[src/rtl/servo_pkg.sv]
// Purpose : shared constants, default 65 MHz timing and the position-to-width helper for the servo driver.
// Latency : n/a (declarations only).
// Backpressure: n/a.
//
// Contents:
//   POS_W, CENTER_POS        - command width and mid-travel position
//   DEF_*                    - default timing for a 65 MHz core clock (20 ms frame, 1.0..2.0 ms pulse)
//   pos_to_width()           - MIN_PULSE + pos*STEP, 32-bit unsigned; callers truncate to their counter width
package servo_pkg;

    localparam int unsigned POS_W      = 8;
    localparam int unsigned CENTER_POS = 128;

    localparam int unsigned DEF_FRAME_CYCLES = 1300000;
    localparam int unsigned DEF_MIN_PULSE    = 65000;
    localparam int unsigned DEF_STEP         = 255;
    localparam int unsigned DEF_COUNT_W      = 21;
    localparam int unsigned DEF_MAX_SLEW     = 2550;

    // Pure unsigned arithmetic, no saturation. Truncating the 32-bit result
    // to the counter width gives the same value as doing the sum in that width.
    function automatic logic [31:0] pos_to_width(
        input logic [POS_W-1:0] pos,
        input int unsigned      min_pulse,
        input int unsigned      step
    );
        return min_pulse + ({{(32-POS_W){1'b0}}, pos} * step);
    endfunction

endpackage

[src/rtl/servo_pwm_driver_if.sv]
// Purpose : position command channel from the control loop into one servo axis.
// Latency : n/a (wires only).
// Backpressure: valid/ready; the sender holds pos and pos_valid until pos_ready is seen high.
//
// Signals:
//   pos        master->slave  commanded position 0..255
//   pos_valid  master->slave  pos is valid this cycle
//   pos_ready  slave->master  driver has an empty pending slot
interface servo_pwm_driver_if;
    import servo_pkg::*;

    logic [POS_W-1:0] pos;
    logic             pos_valid;
    logic             pos_ready;

    modport master (
        output pos,
        output pos_valid,
        input  pos_ready
    );

    modport slave (
        input  pos,
        input  pos_valid,
        output pos_ready
    );

endinterface

[src/rtl/servo_frame_timer.sv]
// Purpose : free-running frame counter that defines the servo PWM period.
// Latency : frame_start is registered, high on the cycle after the boundary (the count==0 cycle).
// Backpressure: none; runs every cycle.
//
// Ports:
//   clock, reset  system clock, synchronous active-high reset
//   cnt_next      value the counter takes at the next edge (0 when wrapping)
//   boundary      combinational, high on the last cycle of the frame (count == FRAME_CYCLES-1)
//   frame_start   registered one-cycle pulse on the first cycle of each frame
module servo_frame_timer #(
    parameter int unsigned FRAME_CYCLES = 1300000,
    parameter int unsigned COUNT_W      = 21
) (
    input  logic               clock,
    input  logic               reset,
    output logic [COUNT_W-1:0] cnt_next,
    output logic               boundary,
    output logic               frame_start
);

    localparam logic [COUNT_W-1:0] LAST = COUNT_W'(FRAME_CYCLES - 1);

    logic [COUNT_W-1:0] frame_cnt;

    assign boundary = (frame_cnt == LAST);
    assign cnt_next = boundary ? '0 : frame_cnt + 1'b1;

    always_ff @(posedge clock) begin
        if (reset) begin
            frame_cnt   <= '0;
            frame_start <= 1'b0;
        end else begin
            frame_cnt   <= cnt_next;
            frame_start <= boundary;
        end
    end

endmodule

[src/rtl/servo_pwm_driver.sv]
// Purpose : fixed-period, glitch-free servo pulse generator; new widths only take effect at frame boundaries.
// Latency : accept to first pulse with the new width is 1..FRAME_CYCLES+1 cycles (longer with slew limiting).
// Backpressure: single pending slot; pos_ready drops the cycle after an accept and returns after the boundary transfer.
//
// Ports:
//   clock, reset  system clock, synchronous active-high reset
//   cmd           servo_pwm_driver_if.slave: pos / pos_valid / pos_ready (pos_ready registered)
//   enable        output enable, only looked at on the boundary cycle
//   pwm           registered servo pulse
//   frame_start   registered one-cycle pulse on the first cycle of each frame
//
// Build option: define SLEW_LIMIT_EN to limit the width change per frame to MAX_SLEW clocks;
// without it a pending width is applied in full at the next boundary and MAX_SLEW has no effect.
module servo_pwm_driver
    import servo_pkg::*;
#(
    parameter int unsigned FRAME_CYCLES = DEF_FRAME_CYCLES,
    parameter int unsigned MIN_PULSE    = DEF_MIN_PULSE,
    parameter int unsigned STEP         = DEF_STEP,
    parameter int unsigned COUNT_W      = DEF_COUNT_W,
    parameter int unsigned MAX_SLEW     = DEF_MAX_SLEW
) (
    input  logic                clock,
    input  logic                reset,
    servo_pwm_driver_if.slave   cmd,
    input  logic                enable,
    output logic                pwm,
    output logic                frame_start
);

`ifdef SLEW_LIMIT_EN
    localparam bit SLEW_ON = 1'b1;
`else
    localparam bit SLEW_ON = 1'b0;
`endif

    // With slewing off the limit is the full counter range, so the move below
    // always lands on the pending width in a single boundary.
    localparam logic [COUNT_W-1:0] SLEW_LIM     = SLEW_ON ? COUNT_W'(MAX_SLEW) : '1;
    localparam logic [COUNT_W-1:0] CENTER_WIDTH = COUNT_W'(MIN_PULSE + CENTER_POS * STEP);

    // Frame timing
    logic [COUNT_W-1:0] cnt_next;
    logic               boundary;

    servo_frame_timer #(
        .FRAME_CYCLES (FRAME_CYCLES),
        .COUNT_W      (COUNT_W)
    ) u_timer (
        .clock       (clock),
        .reset       (reset),
        .cnt_next    (cnt_next),
        .boundary    (boundary),
        .frame_start (frame_start)
    );

    // State
    logic               pend_full;
    logic [COUNT_W-1:0] pend_width;
    logic [COUNT_W-1:0] active_width;
    logic               enable_q;
    logic               pos_ready_q;

    // Next-state
    logic               pend_full_n;
    logic [COUNT_W-1:0] pend_width_n;
    logic [COUNT_W-1:0] active_n;
    logic               enable_n;
    logic               pwm_n;

    logic               accept;
    logic [COUNT_W-1:0] target;
    logic               move_up;
    logic [COUNT_W-1:0] gap;

    assign cmd.pos_ready = pos_ready_q;
    assign accept        = cmd.pos_valid && pos_ready_q;
    assign target        = COUNT_W'(pos_to_width(cmd.pos, MIN_PULSE, STEP));

    always_comb begin
        pend_full_n  = pend_full;
        pend_width_n = pend_width;
        active_n     = active_width;
        enable_n     = enable_q;
        move_up      = 1'b0;
        gap          = '0;

        if (boundary) begin
            enable_n = enable;
            // The transfer looks at the pending slot as it was before this
            // cycle, so a command accepted on the boundary cycle waits a frame.
            if (pend_full) begin
                move_up = (pend_width > active_width);
                gap     = move_up ? (pend_width - active_width) : (active_width - pend_width);
                if (gap > SLEW_LIM) begin
                    active_n = move_up ? (active_width + SLEW_LIM) : (active_width - SLEW_LIM);
                end else begin
                    active_n = pend_width;
                end
                // Slot is only released once the target is actually reached.
                if (active_n == pend_width) begin
                    pend_full_n = 1'b0;
                end
            end
        end

        // pos_ready implies the slot was empty, so this never collides with a
        // transfer that is still holding the slot.
        if (accept) begin
            pend_full_n  = 1'b1;
            pend_width_n = target;
        end

        // Compare against next-cycle values so the pulse rises together with
        // frame_start and picks up the new width/enable on that same cycle.
        pwm_n = enable_n && (cnt_next < active_n);
    end

    always_ff @(posedge clock) begin
        if (reset) begin
            pend_full    <= 1'b0;
            pend_width   <= '0;
            active_width <= CENTER_WIDTH;
            enable_q     <= 1'b0;
            pos_ready_q  <= 1'b1;
            pwm          <= 1'b0;
        end else begin
            pend_full    <= pend_full_n;
            pend_width   <= pend_width_n;
            active_width <= active_n;
            enable_q     <= enable_n;
            pos_ready_q  <= !pend_full_n;
            pwm          <= pwm_n;
        end
    end

endmodule
[src/flat_wrapper.sv]
// flat-port wrapper written by rule: the top's interface ports become plain ports
module servo_pwm_driver_flat import servo_pkg::*;
#(
    parameter int unsigned FRAME_CYCLES = DEF_FRAME_CYCLES,
    parameter int unsigned MIN_PULSE    = DEF_MIN_PULSE,
    parameter int unsigned STEP         = DEF_STEP,
    parameter int unsigned COUNT_W      = DEF_COUNT_W,
    parameter int unsigned MAX_SLEW     = DEF_MAX_SLEW
)
  (clock, reset, enable, pwm, frame_start, cmd_pos, cmd_pos_valid, cmd_pos_ready);
  servo_pwm_driver_if cmd_i ();
  input  logic clock;
  input  logic reset;
  input  logic enable;
  output logic pwm;
  output logic frame_start;
  input wire logic [$bits(cmd_i.pos)-1:0] cmd_pos;
  input wire logic [$bits(cmd_i.pos_valid)-1:0] cmd_pos_valid;
  output wire logic [$bits(cmd_i.pos_ready)-1:0] cmd_pos_ready;
  assign cmd_i.pos = cmd_pos;
  assign cmd_i.pos_valid = cmd_pos_valid;
  assign cmd_pos_ready = cmd_i.pos_ready;
  servo_pwm_driver #(.FRAME_CYCLES(FRAME_CYCLES), .MIN_PULSE(MIN_PULSE), .STEP(STEP), .COUNT_W(COUNT_W), .MAX_SLEW(MAX_SLEW)) u_core (.clock(clock), .reset(reset), .cmd(cmd_i), .enable(enable), .pwm(pwm), .frame_start(frame_start));
endmodule
[config.mk]
export PLATFORM = sky130hd
export DESIGN_NAME = servo_pwm_driver_flat
export DESIGN_NICKNAME = d
export VERILOG_FILES = /design/src/rtl/servo_pkg.sv /design/src/rtl/servo_pwm_driver_if.sv /design/src/rtl/servo_frame_timer.sv /design/src/rtl/servo_pwm_driver.sv /design/src/flat_wrapper.sv
export SDC_FILE = /design/constraint.sdc
export NUM_CORES = 1
export LEC_CHECK = 0
export ABC_AREA = 1
export BUFFER_PORTS_ARGS = -buffer_cell sky130_fd_sc_hd__buf_2
export CAP_MARGIN = 20
export CORE_MARGIN = 2
export CORE_UTILIZATION = 50
export CTS_BUF_LIST = sky130_fd_sc_hd__clkbuf_16
export CTS_CLUSTER_SIZE = 24
export DETAILED_ROUTE_END_ITERATION = 16
export PLACE_DENSITY = 0.69
export SLEW_MARGIN = 10
export SYNTH_ARGS = -nofsm -noshare
export SYNTH_HDL_FRONTEND = slang
export SYNTH_SLANG_ARGS = --single-unit
[constraint.sdc]
create_clock -name clock -period 4.8 [get_ports clock]
set_input_delay 0.96 -clock clock [delete_from_list [all_inputs] [get_ports clock]]
set_output_delay 0.96 -clock clock [all_outputs]
set_load 0.03 [all_outputs]
After elaboration in Yosys (flattened, before gate mapping)
Cells that the tools add are included.
Word-level totals
  bits of input ports: 12
  flip-flop bits (word level): 68
  output and inout bits: 3
  logic and storage cells: 36
Cells by class
  add/sub/neg operators: 6
  multipliers: 1
  equal/unequal tests: 2
  muxes and demuxes: 13
  $lt $le $gt $ge: 3
  reduce and logical (&&, ||, !) cells: 3
Operators with widths (number)
  $mux 21: 8
  $sub 21x21->21: 2
  $add 21x1->21 const B: 1
  $add 21x21->21 const B: 1
  $eq 21x21->1: 1
  $eq 21x21->1 const B: 1
  $gt 21x21->1: 1
  $gt 21x21->1 const B: 1
  $lt 21x21->1: 1
  $sub 21x21->21 const B: 1
  $add 16x16->17 const A: 1
  $mul 8x8->16 const B: 1
  $mux 1: 5
  $logic_and 1x1->1: 2
  $logic_not 1->1: 1

Logic depth before layout (Yosys ltp)
  depth in word-level cells: 12
  mapped depth: 19
  depth with buffers taken out: 19

By module
A second synthesis with hierarchy kept.
Unflattened totals
  cell total of the unflattened synthesis: 721
  area, all modules: 5218.8 um^2
By module, submodules not included
  servo_pwm_driver: area each 3875.0 um^2, cells each 512, times used 1
  servo_frame_timer: area each 1343.8 um^2, cells each 209, times used 1

Worst setup path after synthesis
No wires, ideal clock.
  path kind: input to register
  start: in cmd_pos[5]
  end: reg u_core.pend_width[10]
  library setup time: 0.116 ns
  path slack: 0.492 ns
  data required time: 4.684 ns
  data arrival time: 4.192 ns
  stages: 13
  path through: fa_1 -> inv_1 -> fa_1 -> fa_1 -> fa_1 -> inv_1 -> ha_1 -> a21oi_1 -> a21boi_0 -> or2_2 -> nand3_1 -> o211ai_1 -> inv_1
On the way
  longest elaborated chain between the ends: 2
Ends and longest elaborated chain
  from (decl): line flat_wrapper.sv:17  | input wire logic [$bits(cmd_i.pos)-1:0] cmd_pos;
  $mul 8x8->16: line servo_pkg.sv:27  | return min_pulse + ({{(32-POS_W){1'b0}}, pos} * step);
  $add 16x16->17: line servo_pkg.sv:27
  to (signal assigned): line servo_pwm_driver.sv:129  | pend_width <= pend_width_n;
  to (decl): line servo_pwm_driver.sv:59  | logic [COUNT_W-1:0] pend_width;
No other way between the ends.
A chain may end at the register's enable or synchronous reset.

Worst setup path after layout
  start: in cmd_pos[4]
  end: reg u_core.pend_width[11]
Same word-level chain as after synthesis.

==> results.tsv <==
metric	value	unit
rsz0062_at_grt	false	
routed_wirelength	11.1	mm
wl_met2	5.13	mm
dr.max_layer_used	met4	
crit_path_max_fanout	5	
hold_violations	0	
tns	0	ns
dieArea	0.0113	mm²
grt_max_degree	44	
min_from	u_core.active_width[14]	
crit_type	in -> reg	
fp.dieW	106	µm
start_kind	primary input	
vias_per_cell	5.03	
final_common_cell	inv_1	
synth_area	0.00524	mm²
clk_pin_slew	0.05	ns
syn_inst	708	
multi_input_area	0.00329	mm²
grt_overflow_total	0	
mostFrequentLayoutCells	inv_1 (147), nand2_1 (117), nor2_1 (66)	
place_congestion	0.925	
ctsHoldBuffers	0	
syn_nets	813	
post-cts-setup-buffers	0	
htree_levels	3	
setup-violations-final	0	
cts.sinks	64	
cts_buffer_depth	2	
met3WireLength	318	µm
maxCapViolations	0	
nets	825	
worstSkewPairLatency	0.33	ns
max_freq	225	MHz
drt_pre_antenna_iters	4	
cts_resized	0	
rows	37	
hold_path_depth	2	
synthTopCellsByArea	dfxtp_1 (24%), ha_1 (14%), fa_1 (13%)	
slew_headroom	0.456	
critPathLaunch	cmd_pos[4]	
yosysTopAreaCellShare	0.244	
grt_pass1_vias	4298	
drc	0	
reg2reg_to	u_core.pwm	
r2r-start	u_core.u_timer.frame_cnt[0]	
regArea	0.00128	mm²
ys_seq_area_frac	0.244	
synth.avg_cell_area	7.41	µm²
cts_tree	yes	
crit_arrival	4.65	ns
dpl.hpwl	8.92	mm
period_needed	4.44	ns
drt.antenna.violating_nets	0	
tightest_slew	0.816	ns
antenna_found_initial	0	
peakVddDrop	0.000286	V
fin_skew	0.00832	ns
pin_count	15	
post_drt_wl_per_cell	12.9	µm
grtUsageTotal	0.217	
route.vias.total	4333	
cts_root_buf	clkbuf_16	
total_power	2410	µW
r2r_slack	1.84	ns
grt_pass1_wl	19.6	mm
fillers	940	
syn_to_final_growth	9.42	%
status	finished clean	
chipHeight	106	µm
diodes	0	
min_to	u_core.active_width[14]	
yosysWarnings	0	
hp-class	reg -> reg	
drtIter0Drc	219	
initial_core_util	0.513	
drt-met1-wl	5.43	mm
core_area	0.0102	mm²
period_share	0.924	
io_buffer_count	14	
drive_above_1_share	0.105	
p_leak	0.00290	µW
cts_buffers	9	
required	5.01	ns
r2r_cells	15	
worstSetupEndpointType	register	
yosys.area.top_type	dfxtp_1	
ys_seq_elements	64	
powerDensity	420	mW/mm²
slew_viol_final	0	
yosysUniqueCellTypes	39	
## final cells by class
type,instances,share of cell area
clock buffer,9,0.0392
clock inverter,7,0.0153
inverter,159,0.104
multi-input combinational,470,0.573
sequential,64,0.223
tap,136,0.0297
timing repair buffer,16,0.0148
## cells in the mapped netlist, drive strengths merged
cell type  instances
o21bai             1
nor2              72
nand4             11
o21a               1
dfxtp             64
nand2            126
a21oi             39
a21boi             1
nor3              22
fa                33
ha                60
a21o               1
a31oi              2
xor2              12
and3               1
xnor2              3
nor3b              1
nor4               1
o21ai             41
or2                4
o211ai             3
clkinv             3
a211oi             1
nand3             34
inv              156
buf                4
clkbuf            11
## flip-flops by register name, indices dropped and copies added (netlist names)
signal,count
u_core.pwm,1
u_core.u_timer.frame_cnt,21
u_core.active_width,21
u_core.u_timer.frame_start,1
u_core.cmd.pos_ready,1
u_core.enable_q,1
u_core.pend_width,17
u_core.pend_full,1
## per-stage QoR
stage	std cells	setup slack [ns]	utilization	hold WS, ns	cell area [µm²]
2_1_floorplan	708	0.492	-	0.423	5240
3_3_place_gp	845	0.0938	0.530	0.440	5430
3_5_place_dp	845	0.0582	0.530	0.446	5430
4_1_cts	861	0.389	0.561	0.459	5740
5_1_grt	861	0.121	0.561	0.484	5740
6_report	861	0.363	0.561	0.452	5740
## where the power goes
part	switching, µW	internal [µW]	total, µW
logic	700	431	1130
registers	19.5	572	592
clock network	237	450	687
total	956	1450	2410
## cell families after synthesis
family                   Yosys count  synth area share
AO/OA/AOI/OAI                     90            0.0981
AND/OR/NAND/NOR                  272             0.235
adder cells (fa/ha/maj)           93             0.269
XOR/XNOR                          15            0.0251
flip-flops                        64             0.244
buffers and inverters            174             0.128
## critical path, stage by stage
cell and delay [ns]:
buf_2 0.15, fa_1 0.55, inv_1 0.06, fa_1 0.49, inv_1 0.05, fa_1 0.47, inv_1 0.05, fa_1 0.53
inv_1 0.04, ha_1 0.35, a21oi_1 0.16, nand2_1 0.15, nand2_1 0.09, nand3_1 0.13, xor2_1 0.18, o21ai_0 0.18
inv_1 0.05
## worst max-delay path by stage
stage | endpoint | slack, ns
6_report | u_core.pend_width[11] | 0.36
5_1_grt | u_core.pend_width[14] | 0.12
4_1_cts | u_core.pend_width[11] | 0.39
3_5_place_dp | u_core.pend_width[13] | 0.06
3_3_place_gp | u_core.pend_width[10] | 0.09
2_1_floorplan | u_core.pend_width[10] | 0.49
## layer usage
| layer | vias up | global-route usage |
|---|---|---|
| met5 | - | 0 |
| met4 | 0 | 0.0761 |
| met3 | 21 | 0.0343 |
| met2 | 66 | 0.352 |
| met1 | 2022 | 0.295 |
| li1 | 2224 | - |
Power figures use the tool's default switching activity.
